**src/rtl/posit_accum_seq_pkg.sv**
```systemverilog
// Shared posit definitions for the accumulation sequencer: default widths,
// special encodings and the sequencer state codes.
package posit_pkg;

    localparam int POSIT_N  = 32;
    localparam int POSIT_ES = 2;

    localparam logic [POSIT_N-1:0] NAR  = 32'h8000_0000;
    localparam logic [POSIT_N-1:0] ZERO = 32'h0000_0000;

    typedef logic [2:0] seq_state_t;

    localparam seq_state_t ST_FIRST = 3'd0;
    localparam seq_state_t ST_NEXT  = 3'd1;
    localparam seq_state_t ST_ISSUE = 3'd2;
    localparam seq_state_t ST_WAIT  = 3'd3;
    localparam seq_state_t ST_OUT   = 3'd4;

    // Saturating increment for the 16-bit term counter.
    function automatic logic [15:0] sat_inc16(input logic [15:0] v);
        return (v == 16'hFFFF) ? v : v + 16'd1;
    endfunction

endpackage

```
**src/rtl/posit_accum_seq_if.sv**
```systemverilog
// Bundles the operand stream, the result stream and the shared-adder
// start/done handshake seen by the accumulation sequencer.
interface posit_accum_seq_if #(
    parameter int N = 32
);
    logic         in_valid;
    logic         in_ready;
    logic [N-1:0] in_data;
    logic         in_last;

    logic         out_valid;
    logic         out_ready;
    logic [N-1:0] out_data;
    logic         out_nar;
    logic         out_zero;
    logic         out_timeout;
    logic [15:0]  out_count;

    logic         add_start;
    logic [N-1:0] add_in1;
    logic [N-1:0] add_in2;
    logic [N-1:0] add_result;
    logic         add_inf;
    logic         add_zero;
    logic         add_done;

    modport master (
        input  in_valid, in_data, in_last, out_ready,
               add_result, add_inf, add_zero, add_done,
        output in_ready, out_valid, out_data, out_nar, out_zero,
               out_timeout, out_count, add_start, add_in1, add_in2
    );

    modport slave (
        output in_valid, in_data, in_last, out_ready,
               add_result, add_inf, add_zero, add_done,
        input  in_ready, out_valid, out_data, out_nar, out_zero,
               out_timeout, out_count, add_start, add_in1, add_in2
    );

endinterface

```
**src/rtl/posit_accum_seq_detect.sv**
```systemverilog
// Combinational classification of an N-bit posit as zero or NaR.
module posit_special_detect #(
    parameter int N = 32
) (
    input  logic [N-1:0] posit_i,
    output logic         is_zero_o,
    output logic         is_nar_o
);

    localparam logic [N-1:0] NAR_PAT = {1'b1, {(N-1){1'b0}}};

    assign is_zero_o = (posit_i == {N{1'b0}});
    assign is_nar_o  = (posit_i == NAR_PAT);

endmodule

```
**src/rtl/posit_accum_seq.sv**
```systemverilog
// Accumulation sequencer: absorbs a stream of posit terms, drives one shared
// adder per extra term and reports the final sum with NaR/zero/timeout status.
module posit_accum_seq
    import posit_pkg::*;
#(
    parameter int N       = POSIT_N,
    parameter int ES      = POSIT_ES,
    parameter int TIMEOUT = 64
) (
    input  logic              clk,
    input  logic              reset_n,
    posit_accum_seq_if.master bus
);

    localparam int           TW      = $clog2(TIMEOUT + 1);
    localparam logic [N-1:0] NAR_PAT = {1'b1, {(N-1){1'b0}}};
    localparam logic [TW-1:0] TMO_LAST = TW'(TIMEOUT - 1);

    seq_state_t    state_q, state_d;
    logic [N-1:0]  acc_q, acc_d;
    logic          nar_q, nar_d;
    logic          tmo_q, tmo_d;
    logic [15:0]   count_q, count_d;
    logic [N-1:0]  in1_q, in1_d;
    logic [N-1:0]  in2_q, in2_d;
    logic          last_q, last_d;
    logic [TW-1:0] tcnt_q, tcnt_d;

    logic          in_ready_q, add_start_q, out_valid_q;
    logic [N-1:0]  out_data_q;
    logic          out_nar_q, out_timeout_q;
    logic [15:0]   out_count_q;

    logic in_zero_s, in_nar_s, acc_zero_s, acc_nar_s;
    logic accept_s;
    logic unused_s;

    posit_special_detect #(.N(N)) u_in_det (
        .posit_i   (bus.in_data),
        .is_zero_o (in_zero_s),
        .is_nar_o  (in_nar_s)
    );

    posit_special_detect #(.N(N)) u_acc_det (
        .posit_i   (acc_q),
        .is_zero_o (acc_zero_s),
        .is_nar_o  (acc_nar_s)
    );

    assign unused_s = ^{in_zero_s, bus.add_zero};
    assign accept_s = bus.in_valid & in_ready_q;

    // Next-state and datapath decisions for the sequencer.
    always_comb begin
        state_d = state_q;
        acc_d   = acc_q;
        nar_d   = nar_q;
        tmo_d   = tmo_q;
        count_d = count_q;
        in1_d   = in1_q;
        in2_d   = in2_q;
        last_d  = last_q;
        tcnt_d  = tcnt_q;
        case (state_q)
            ST_FIRST: begin
                if (accept_s) begin
                    acc_d   = bus.in_data;
                    count_d = 16'd1;
                    nar_d   = in_nar_s;
                    state_d = bus.in_last ? ST_OUT : ST_NEXT;
                end else begin
                    state_d = ST_FIRST;
                end
            end
            ST_NEXT: begin
                if (accept_s) begin
                    count_d = sat_inc16(count_q);
                    // NaR is absorbing, so the adder is bypassed entirely.
                    if (acc_nar_s || in_nar_s) begin
                        acc_d   = NAR_PAT;
                        nar_d   = 1'b1;
                        state_d = bus.in_last ? ST_OUT : ST_NEXT;
                    end else begin
                        in1_d   = acc_q;
                        in2_d   = bus.in_data;
                        last_d  = bus.in_last;
                        state_d = ST_ISSUE;
                    end
                end else begin
                    state_d = ST_NEXT;
                end
            end
            ST_ISSUE: begin
                tcnt_d  = TW'(1);
                state_d = ST_WAIT;
            end
            ST_WAIT: begin
                if (bus.add_done) begin
                    acc_d   = bus.add_result;
                    nar_d   = nar_q | bus.add_inf;
                    state_d = last_q ? ST_OUT : ST_NEXT;
                end else if (tcnt_q >= TMO_LAST) begin
                    acc_d   = NAR_PAT;
                    nar_d   = 1'b1;
                    tmo_d   = 1'b1;
                    state_d = last_q ? ST_OUT : ST_NEXT;
                end else begin
                    tcnt_d  = tcnt_q + TW'(1);
                end
            end
            ST_OUT: begin
                if (bus.out_ready) begin
                    nar_d   = 1'b0;
                    tmo_d   = 1'b0;
                    count_d = 16'd0;
                    state_d = ST_FIRST;
                end else begin
                    state_d = ST_OUT;
                end
            end
            default: begin
                state_d = ST_FIRST;
            end
        endcase
    end

    // Sequencer state, accumulator and held adder operands.
    always_ff @(posedge clk or negedge reset_n) begin
        if (!reset_n) begin
            state_q <= ST_FIRST;
            acc_q   <= {N{1'b0}};
            nar_q   <= 1'b0;
            tmo_q   <= 1'b0;
            count_q <= 16'd0;
            in1_q   <= {N{1'b0}};
            in2_q   <= {N{1'b0}};
            last_q  <= 1'b0;
            tcnt_q  <= {TW{1'b0}};
        end else begin
            state_q <= state_d;
            acc_q   <= acc_d;
            nar_q   <= nar_d;
            tmo_q   <= tmo_d;
            count_q <= count_d;
            in1_q   <= in1_d;
            in2_q   <= in2_d;
            last_q  <= last_d;
            tcnt_q  <= tcnt_d;
        end
    end

    // Output registers: handshakes track the next state, result fields are
    // captured on entry to OUT and cleared once the result is consumed.
    always_ff @(posedge clk or negedge reset_n) begin
        if (!reset_n) begin
            in_ready_q    <= 1'b0;
            add_start_q   <= 1'b0;
            out_valid_q   <= 1'b0;
            out_data_q    <= {N{1'b0}};
            out_nar_q     <= 1'b0;
            out_timeout_q <= 1'b0;
            out_count_q   <= 16'd0;
        end else begin
            in_ready_q  <= (state_d == ST_FIRST) || (state_d == ST_NEXT);
            add_start_q <= (state_d == ST_ISSUE);
            out_valid_q <= (state_d == ST_OUT);
            if ((state_d == ST_OUT) && (state_q != ST_OUT)) begin
                out_data_q    <= acc_d;
                out_nar_q     <= nar_d;
                out_timeout_q <= tmo_d;
                out_count_q   <= count_d;
            end else if (state_d != ST_OUT) begin
                out_data_q    <= {N{1'b0}};
                out_nar_q     <= 1'b0;
                out_timeout_q <= 1'b0;
                out_count_q   <= 16'd0;
            end else begin
                out_data_q    <= out_data_q;
                out_nar_q     <= out_nar_q;
                out_timeout_q <= out_timeout_q;
                out_count_q   <= out_count_q;
            end
        end
    end

    assign bus.in_ready    = in_ready_q;
    assign bus.add_start   = add_start_q;
    assign bus.add_in1     = in1_q;
    assign bus.add_in2     = in2_q;
    assign bus.out_valid   = out_valid_q;
    assign bus.out_data    = out_data_q;
    assign bus.out_nar     = out_nar_q;
    // acc_q cannot change while in OUT, so this flag is as stable as the rest.
    assign bus.out_zero    = out_valid_q & acc_zero_s;
    assign bus.out_timeout = out_timeout_q;
    assign bus.out_count   = out_count_q;

endmodule

```
**src/flat_wrapper.sv**
```systemverilog
// flat-port wrapper written by rule: the top's interface ports become plain ports
module posit_accum_seq_flat import posit_pkg::*;
#(
    parameter int N       = POSIT_N,
    parameter int ES      = POSIT_ES,
    parameter int TIMEOUT = 64
)
  (clk, reset_n, bus_in_valid, bus_in_data, bus_in_last, bus_out_ready, bus_add_result, bus_add_inf, bus_add_zero, bus_add_done, bus_in_ready, bus_out_valid, bus_out_data, bus_out_nar, bus_out_zero, bus_out_timeout, bus_out_count, bus_add_start, bus_add_in1, bus_add_in2);
  posit_accum_seq_if #(.N(N)) bus_i ();
  input  logic clk;
  input  logic reset_n;
  input wire logic [$bits(bus_i.in_valid)-1:0] bus_in_valid;
  input wire logic [$bits(bus_i.in_data)-1:0] bus_in_data;
  input wire logic [$bits(bus_i.in_last)-1:0] bus_in_last;
  input wire logic [$bits(bus_i.out_ready)-1:0] bus_out_ready;
  input wire logic [$bits(bus_i.add_result)-1:0] bus_add_result;
  input wire logic [$bits(bus_i.add_inf)-1:0] bus_add_inf;
  input wire logic [$bits(bus_i.add_zero)-1:0] bus_add_zero;
  input wire logic [$bits(bus_i.add_done)-1:0] bus_add_done;
  output wire logic [$bits(bus_i.in_ready)-1:0] bus_in_ready;
  output wire logic [$bits(bus_i.out_valid)-1:0] bus_out_valid;
  output wire logic [$bits(bus_i.out_data)-1:0] bus_out_data;
  output wire logic [$bits(bus_i.out_nar)-1:0] bus_out_nar;
  output wire logic [$bits(bus_i.out_zero)-1:0] bus_out_zero;
  output wire logic [$bits(bus_i.out_timeout)-1:0] bus_out_timeout;
  output wire logic [$bits(bus_i.out_count)-1:0] bus_out_count;
  output wire logic [$bits(bus_i.add_start)-1:0] bus_add_start;
  output wire logic [$bits(bus_i.add_in1)-1:0] bus_add_in1;
  output wire logic [$bits(bus_i.add_in2)-1:0] bus_add_in2;
  assign bus_i.in_valid = bus_in_valid;
  assign bus_i.in_data = bus_in_data;
  assign bus_i.in_last = bus_in_last;
  assign bus_i.out_ready = bus_out_ready;
  assign bus_i.add_result = bus_add_result;
  assign bus_i.add_inf = bus_add_inf;
  assign bus_i.add_zero = bus_add_zero;
  assign bus_i.add_done = bus_add_done;
  assign bus_in_ready = bus_i.in_ready;
  assign bus_out_valid = bus_i.out_valid;
  assign bus_out_data = bus_i.out_data;
  assign bus_out_nar = bus_i.out_nar;
  assign bus_out_zero = bus_i.out_zero;
  assign bus_out_timeout = bus_i.out_timeout;
  assign bus_out_count = bus_i.out_count;
  assign bus_add_start = bus_i.add_start;
  assign bus_add_in1 = bus_i.add_in1;
  assign bus_add_in2 = bus_i.add_in2;
  posit_accum_seq #(.N(N), .ES(ES), .TIMEOUT(TIMEOUT)) u_core (.clk(clk), .reset_n(reset_n), .bus(bus_i));
endmodule
```
**config.mk**
```make
export PLATFORM = sky130hd
export DESIGN_NAME = posit_accum_seq_flat
export DESIGN_NICKNAME = d
export VERILOG_FILES = /design/src/rtl/posit_accum_seq_pkg.sv /design/src/rtl/posit_accum_seq_if.sv /design/src/rtl/posit_accum_seq_detect.sv /design/src/rtl/posit_accum_seq.sv /design/src/flat_wrapper.sv
export SDC_FILE = /design/constraint.sdc
export NUM_CORES = 1
export LEC_CHECK = 0
export BUFFER_PORTS_ARGS = -buffer_cell sky130_fd_sc_hd__buf_2
export CAP_MARGIN = 20
export CORE_MARGIN = 2
export CORE_UTILIZATION = 42
export DETAILED_ROUTE_END_ITERATION = 8
export PLACE_DENSITY = 0.64
export SLEW_MARGIN = 20
export SYNTH_ARGS = -nofsm -noshare
export SYNTH_HDL_FRONTEND = slang
export SYNTH_HIERARCHICAL = 1
export SYNTH_SLANG_ARGS = --single-unit
```
**constraint.sdc**
```tcl
create_clock -name clk -period 4.4 [get_ports clk]
set_input_delay 0.44 -clock clk [delete_from_list [all_inputs] [get_ports clk]]
set_output_delay 0.44 -clock clk [all_outputs]
set_load 0.03 [all_outputs]
```
==> impl_metrics.env, run 1 <==
export IMPL_gp_congestion=0.8763
export IMPL_die_x_um=139.4
export IMPL_grt_max_degree=111
export IMPL_htreeDepth=4
export IMPL_fin_tns_setup_ns=0
export IMPL_switching_share_pct=42.69
export IMPL_r2r_slack_ns=1.34
export IMPL_critPathLaunchType="flip-flop"
export IMPL_r2r_start="u_core/acc_q[1]"
export IMPL_clk_latency_ns=0.43
export IMPL_tightest_slew_ns=1.036
export IMPL_synth_nets=873
export IMPL_syn_to_final_growth_pct=22.83
export IMPL_clockBufferDepth=2
export IMPL_worst_clock_skew_ns=0.009555
export IMPL_period_minus_slack_ns=3.062
export IMPL_synthesis_instances=799
export IMPL_syn_avg_cell_area_um2=9.635
export IMPL_setup_worst_path_start="u_core/acc_q[1]"
export IMPL_outcome="finished clean"
export IMPL_finalHoldViolations=0
export IMPL_ys_warn_count=6
export IMPL_grt_pass1_vias=6478
export IMPL_via_per_inst=5.375
export IMPL_syn_area_um2=7699
export IMPL_max_cap_violations=0
export IMPL_wl_um=21940
export IMPL_setup_viol=0
export IMPL_drc=0
export IMPL_power_density_nw_per_um2=662.8
export IMPL_io_buffers=188
export IMPL_placement_rows=49
export IMPL_final_nets=1047
export IMPL_cts_tree="yes"
export IMPL_vias=6547
export IMPL_grt_usage_pct=23.11
export IMPL_num_io_pins=190
export IMPL_core_area_um2=17960
export IMPL_ctsHoldBuffers=0
export IMPL_clkSinkCount=178
export IMPL_cts_buffers=17
export IMPL_ant_nets=0
export IMPL_drt_iter0_markers=408
export IMPL_rsz0062_at_grt="no"
export IMPL_drive_above_1_share_pct=25.66
export IMPL_endpoint="u_core/bus.out_count[9]"
export IMPL_worstSetupEndpointType="flip-flop"
export IMPL_seq_power_share_pct=39.6
export IMPL_die_area_um2=19430
export IMPL_ir_drop_mv=0.2948
export IMPL_path_max_fanout=14
export IMPL_cts_root_buffer="clkbuf_16"
export IMPL_hold_class="primary input to async pin"
export IMPL_grt_pass1_wl_um=35680
export IMPL_r2r_cells=8
export IMPL_initial_core_util_pct=42.86
export IMPL_antenna_found_initial=4
export IMPL_p_sw_w=0.002676
export IMPL_clkPwrFrac_pct=25.2
export IMPL_min_period_over_period_pct=69.59
export IMPL_clkTransAtPathRegs_ns=0.07
export IMPL_max_freq_mhz=326.6
export IMPL_slew_violations=0
export IMPL_slew_headroom_pct=30.40
export IMPL_worstPathArrival_ns=3.42
export IMPL_dr_pass1_iters=5
export IMPL_die_y_um=139.4
export IMPL_wl_per_cell_um=18.01
export IMPL_post_cts_buffers=0
export IMPL_grt_ovfl_total=0
export IMPL_p_leak_nw=4.853
export IMPL_p_comb_share_pct=35.2
export IMPL_internal_power_w=0.003592
export IMPL_hpwl_um=15020
export IMPL_post_route_util_pct=52.64
export IMPL_r2r_end="u_core/bus.out_count[9]"
export IMPL_critPathRequiredTime_ns=4.75
export IMPL_worstSetupPathType="flip-flop to flip-flop"
export IMPL_post_cts_resized=0
metrics by stage:
step                setup WS, ns  instances  hold WS [ns]  area [µm²]  power [W]
global route               1.064       1217        0.1950        9454   0.006662
global placement           1.207       1183        0.4530        8831   0.004676
finish                     1.338       1218        0.1355        9457   0.006268
floorplan                  2.208        799        0.1444        7699   0.003990
CTS                        1.338       1215        0.2156        9447   0.006312
detailed placement         1.197       1183        0.4564        8831   0.004711
layout by cell type (no fill, tap or decap), types with 4 or more instances in the layout:
master	n
nand2_1	301
nand2b_1	7
buf_2	187
nand3_1	11
a2bb2oi_1	4
o21ai_0	29
inv_1	5
nand4_1	11
dfrtp_1	178
and3_1	5
a21oi_1	13
inv_8	5
buf_4	9
nor3_1	10
o31ai_1	8
clkbuf_16	17
a22oi_1	36
o21ai_1	17
inv_6	4
o211ai_1	4
a22o_1	10
nor2_1	20
or3_1	5
nor4_1	18
flip-flops by register name (all words and copies together), names as in the netlist, 3 cells and up:
register and flops:
u_core/bus.add_in2 32, u_core/state_q 3, u_core/bus.add_in1 32, u_core/bus.out_data 32, u_core/count_q 16, u_core/bus.out_count 16, u_core/tcnt_q 7, u_core/acc_q 32
layer usage:
metal / track usage [%] / vias up / share of wire, %
met1: 31.95 / 3181 / 45
met3: 4.852 / 34 / 5.7
li1: - / 3131 / -
met5: 0 / - / 0.059
met4: 8.719 / 2 / 2.4
met2: 36.09 / 199 / 47
power groups by stage:
| stage | Sequential (W) | Clock [W] | Combinational, W |
|---|---|---|---|
| after global placement | 0.00250 | 0 | 0.00218 |
| final | 0.00248 | 0.00158 | 0.00221 |
| after global routing | 0.00255 | 0.00169 | 0.00242 |
| after CTS | 0.00248 | 0.00162 | 0.00222 |
| after floorplan | 0.00293 | 0 | 0.00106 |
| after detailed placement | 0.00250 | 0 | 0.00221 |
critical path, cell delays in order, from the launching register on:
cell and delay, ns:
dfrtp_1 0.40, nor4_1 0.43, nand4_1 0.25, nor3_1 0.31
nor2_1 0.16, a2111oi_4 0.52, a32o_1 0.65, a22oi_1 0.14
o21ai_1 0.12
cell type report:
class	instances	area (µm²)
multi-input combinational	572	3033
inverter	6	22.52
fill	1698	8507
timing repair buffer	198	1037
clock buffer	17	425.4
antenna	3	7.507
sequential	178	4454
tap	229	286.5
clock inverter	15	190.2
worst min-delay path by stage:
stage | slack, ns | to | startpoint
after detailed placement | 0.46 | u_core/bus.add_in2[4] | u_core/bus.add_in2[4]
final | 0.14 | u_core/bus.add_in2[21] | reset_n
after global routing | 0.20 | u_core/bus.add_in2[23] | reset_n
after CTS | 0.22 | u_core/bus.add_in2[23] | reset_n
after global placement | 0.45 | u_core/bus.add_in2[25] | u_core/bus.add_in2[25]
after floorplan | 0.14 | u_core/acc_q[0] | reset_n
Power figures use the tool's default switching activity.
==> run 2, diff against run 1 <==
==> constraint.sdc (replaced) <==
create_clock -name clk -period 3.1 [get_ports clk]
set_input_delay 0.31 -clock clk [delete_from_list [all_inputs] [get_ports clk]]
set_output_delay 0.31 -clock clk [all_outputs]
set_load 0.03 [all_outputs]
==> run 2 against run 1 <==
Against the previous run:
- die area unchanged
- via count increased by 0.58%
- first-iteration DRC count grew 6.6%
- sequential power up 40%
- final cell count up 0.66%
- power grew 42%
- design area increased by 0.62%
- combinational power up 46%
- critical path depth is the same
- count of clock-buffer cells in the layout increased by 1
- largest cell class unchanged
- highest routed layer unchanged
==> impl_metrics.env, run 2 (synthesis results as in run 1) <==
export IMPL_outcome="finished clean"
export IMPL_drc=0
export IMPL_cpMaxStageDelayCell="a2111oi_4"
export IMPL_antenna_found_initial=4
export IMPL_worst_clock_skew_ns=0.008019
export IMPL_multiInputGateArea_um2=3033
export IMPL_rsz0062_at_grt="no"
export IMPL_grt_ovfl_total=0
export IMPL_syn_to_final_growth_pct=23.60
export IMPL_worstSetupPathType="flip-flop to flip-flop"
export IMPL_layout_common_cells="nand2_1, buf_2, dfrtp_1, a22oi_1, o21ai_0"
export IMPL_wl_um=21610
export IMPL_dr_pass1_iters=6
export IMPL_dpl_cell_area_um2=8906
export IMPL_fin_tns_setup_ns=0
export IMPL_worstPathCellList="nor4_1 > nand4_1 > nor3_1 > nor2_1 > a2111oi_4 > a32oi_4 > buf_4 > o31ai_1"
export IMPL_cts_tree="yes"
export IMPL_slowest_delay_ns=0.52
export IMPL_grt_max_degree=72
export IMPL_max_freq_mhz=360.4
export IMPL_register_area_um2=4454
export IMPL_htreeDepth=4
export IMPL_power_density_nw_per_um2=933.4
export IMPL_path_max_fanout=26
export IMPL_clockBufferDepth=2
export IMPL_finalHoldViolations=0
export IMPL_wl_per_cell_um=17.63
export IMPL_hpwl_um=15390
export IMPL_post_cts_buffers=0
export IMPL_drt_iter0_markers=435
export IMPL_initial_core_util_pct=42.86
export IMPL_placement_rows=49
export IMPL_ant_nets=0
export IMPL_ir_drop_mv=0.5017
export IMPL_gp_congestion=0.8544
export IMPL_final_area_um2=9515
export IMPL_grt_pass1_vias=6439
export IMPL_critPathLaunchType="flip-flop"
export IMPL_max_cap_violations=0
export IMPL_hold_class="primary input to flip-flop"
export IMPL_fill_cells=1693
export IMPL_core_area_um2=17960
export IMPL_die_y_um=139.4
export IMPL_period_minus_slack_ns=2.774
export IMPL_tightest_slew_ns=0.7984
export IMPL_die_area_um2=19430
export IMPL_final_nets=1058
export IMPL_drive_above_1_share_pct=26.23
export IMPL_min_period_over_period_pct=89.50
export IMPL_clkTransAtPathRegs_ns=0.07
export IMPL_final_common_cell="nand2_1"
export IMPL_num_io_pins=190
export IMPL_cts_buffers=17
export IMPL_holdWs_ns=0.1185
export IMPL_cts_root_buffer="clkbuf_16"
export IMPL_via_per_inst=5.371
export IMPL_grt_usage_pct=22.51
export IMPL_worstSetupEndpointType="flip-flop"
export IMPL_worstPathArrival_ns=3.10
export IMPL_setup_viol=0
export IMPL_p_leak_nw=4.900
export IMPL_clk_latency_ns=0.42
export IMPL_grt_pass1_wl_um=34890
export IMPL_die_x_um=139.4
export IMPL_clkSinkCount=178
export IMPL_vias=6585
export IMPL_slew_violations=0
export IMPL_critPathRequiredTime_ns=3.42
export IMPL_io_buffers=188
export IMPL_slew_headroom_pct=46.28
run 2: final cells by class:
| class | instances | share of cell area (%) |
|---|---|---|
| Tap cell | 229 | 3.011 |
| Antenna cell | 2 | 0.05260 |
| Clock buffer | 18 | 4.615 |
| Inverter | 6 | 0.2367 |
| Multi-Input combinational cell | 572 | 31.87 |
| Sequential cell | 178 | 46.81 |
| Clock inverter | 12 | 1.631 |
| Timing Repair Buffer | 209 | 11.77 |
run 2: where the power goes:
group | total [W] | internal, W | leakage [nW] | switching (W)
Combinational | 0.00323 | 0.000941 | 2.27 | 0.00229
Clock | 0.00218 | 0.00129 | 0.289 | 0.000899
Sequential | 0.00347 | 0.00297 | 2.34 | 0.000496
run 2: per-layer routing:
layer	GRT usage, %	share of wire [%]	vias up
met5	0	0.060	-
met4	7.815	2.2	2
met3	5.162	6.6	29
met2	35.40	47	226
met1	30.89	44	3179
li1	-	-	3149
run 2: final timing paths:
| path | from | to | depth (start not counted) | slack (ns) |
|---|---|---|---|---|
| min reg2reg | u_core/bus.add_in1[2] | u_core/bus.add_in1[2] | 2 | 0.47 |
| min in group asynchronous | reset_n | u_core/bus.add_in2[23] | 2 | 0.47 |
| max | u_core/acc_q[1] | u_core/bus.out_count[1] | 8 | 0.33 |
| min | bus_in_data[25] | u_core/bus.add_in2[25] | 3 | 0.12 |
| max in group asynchronous | reset_n | u_core/bus.add_in1[5] | 3 | 1.80 |
| max reg2reg | u_core/acc_q[1] | u_core/bus.out_count[1] | 8 | 0.33 |
run 2: repair_timing:
action                                 4_1_cts  5_1_grt
endpoints found under the hold margin       68        0
hold buffers                                 1        0
resized for setup                            0        0
run 2: stage by stage:
step           setup slack, ns  instances  utilization, %  power (W)
6_report                0.3255       1226           52.97   0.008882
5_1_grt                 0.1915       1226           52.97   0.009444
4_1_cts                 0.3570       1224           52.94   0.008956
3_5_place_dp            0.3261       1193           49.58   0.006752
3_3_place_gp            0.3674       1193           49.58   0.006699
2_1_floorplan           0.9312        799               -   0.005663
run 2: worst max-delay path, delay by kind of cell (launching register included):
kind                   cells  cell delay, ns
AOI/OAI and AO/OA          3            0.83
buffers and inverters      1            0.26
DFF                        1            0.40
and+or+nand+nor            4            1.17
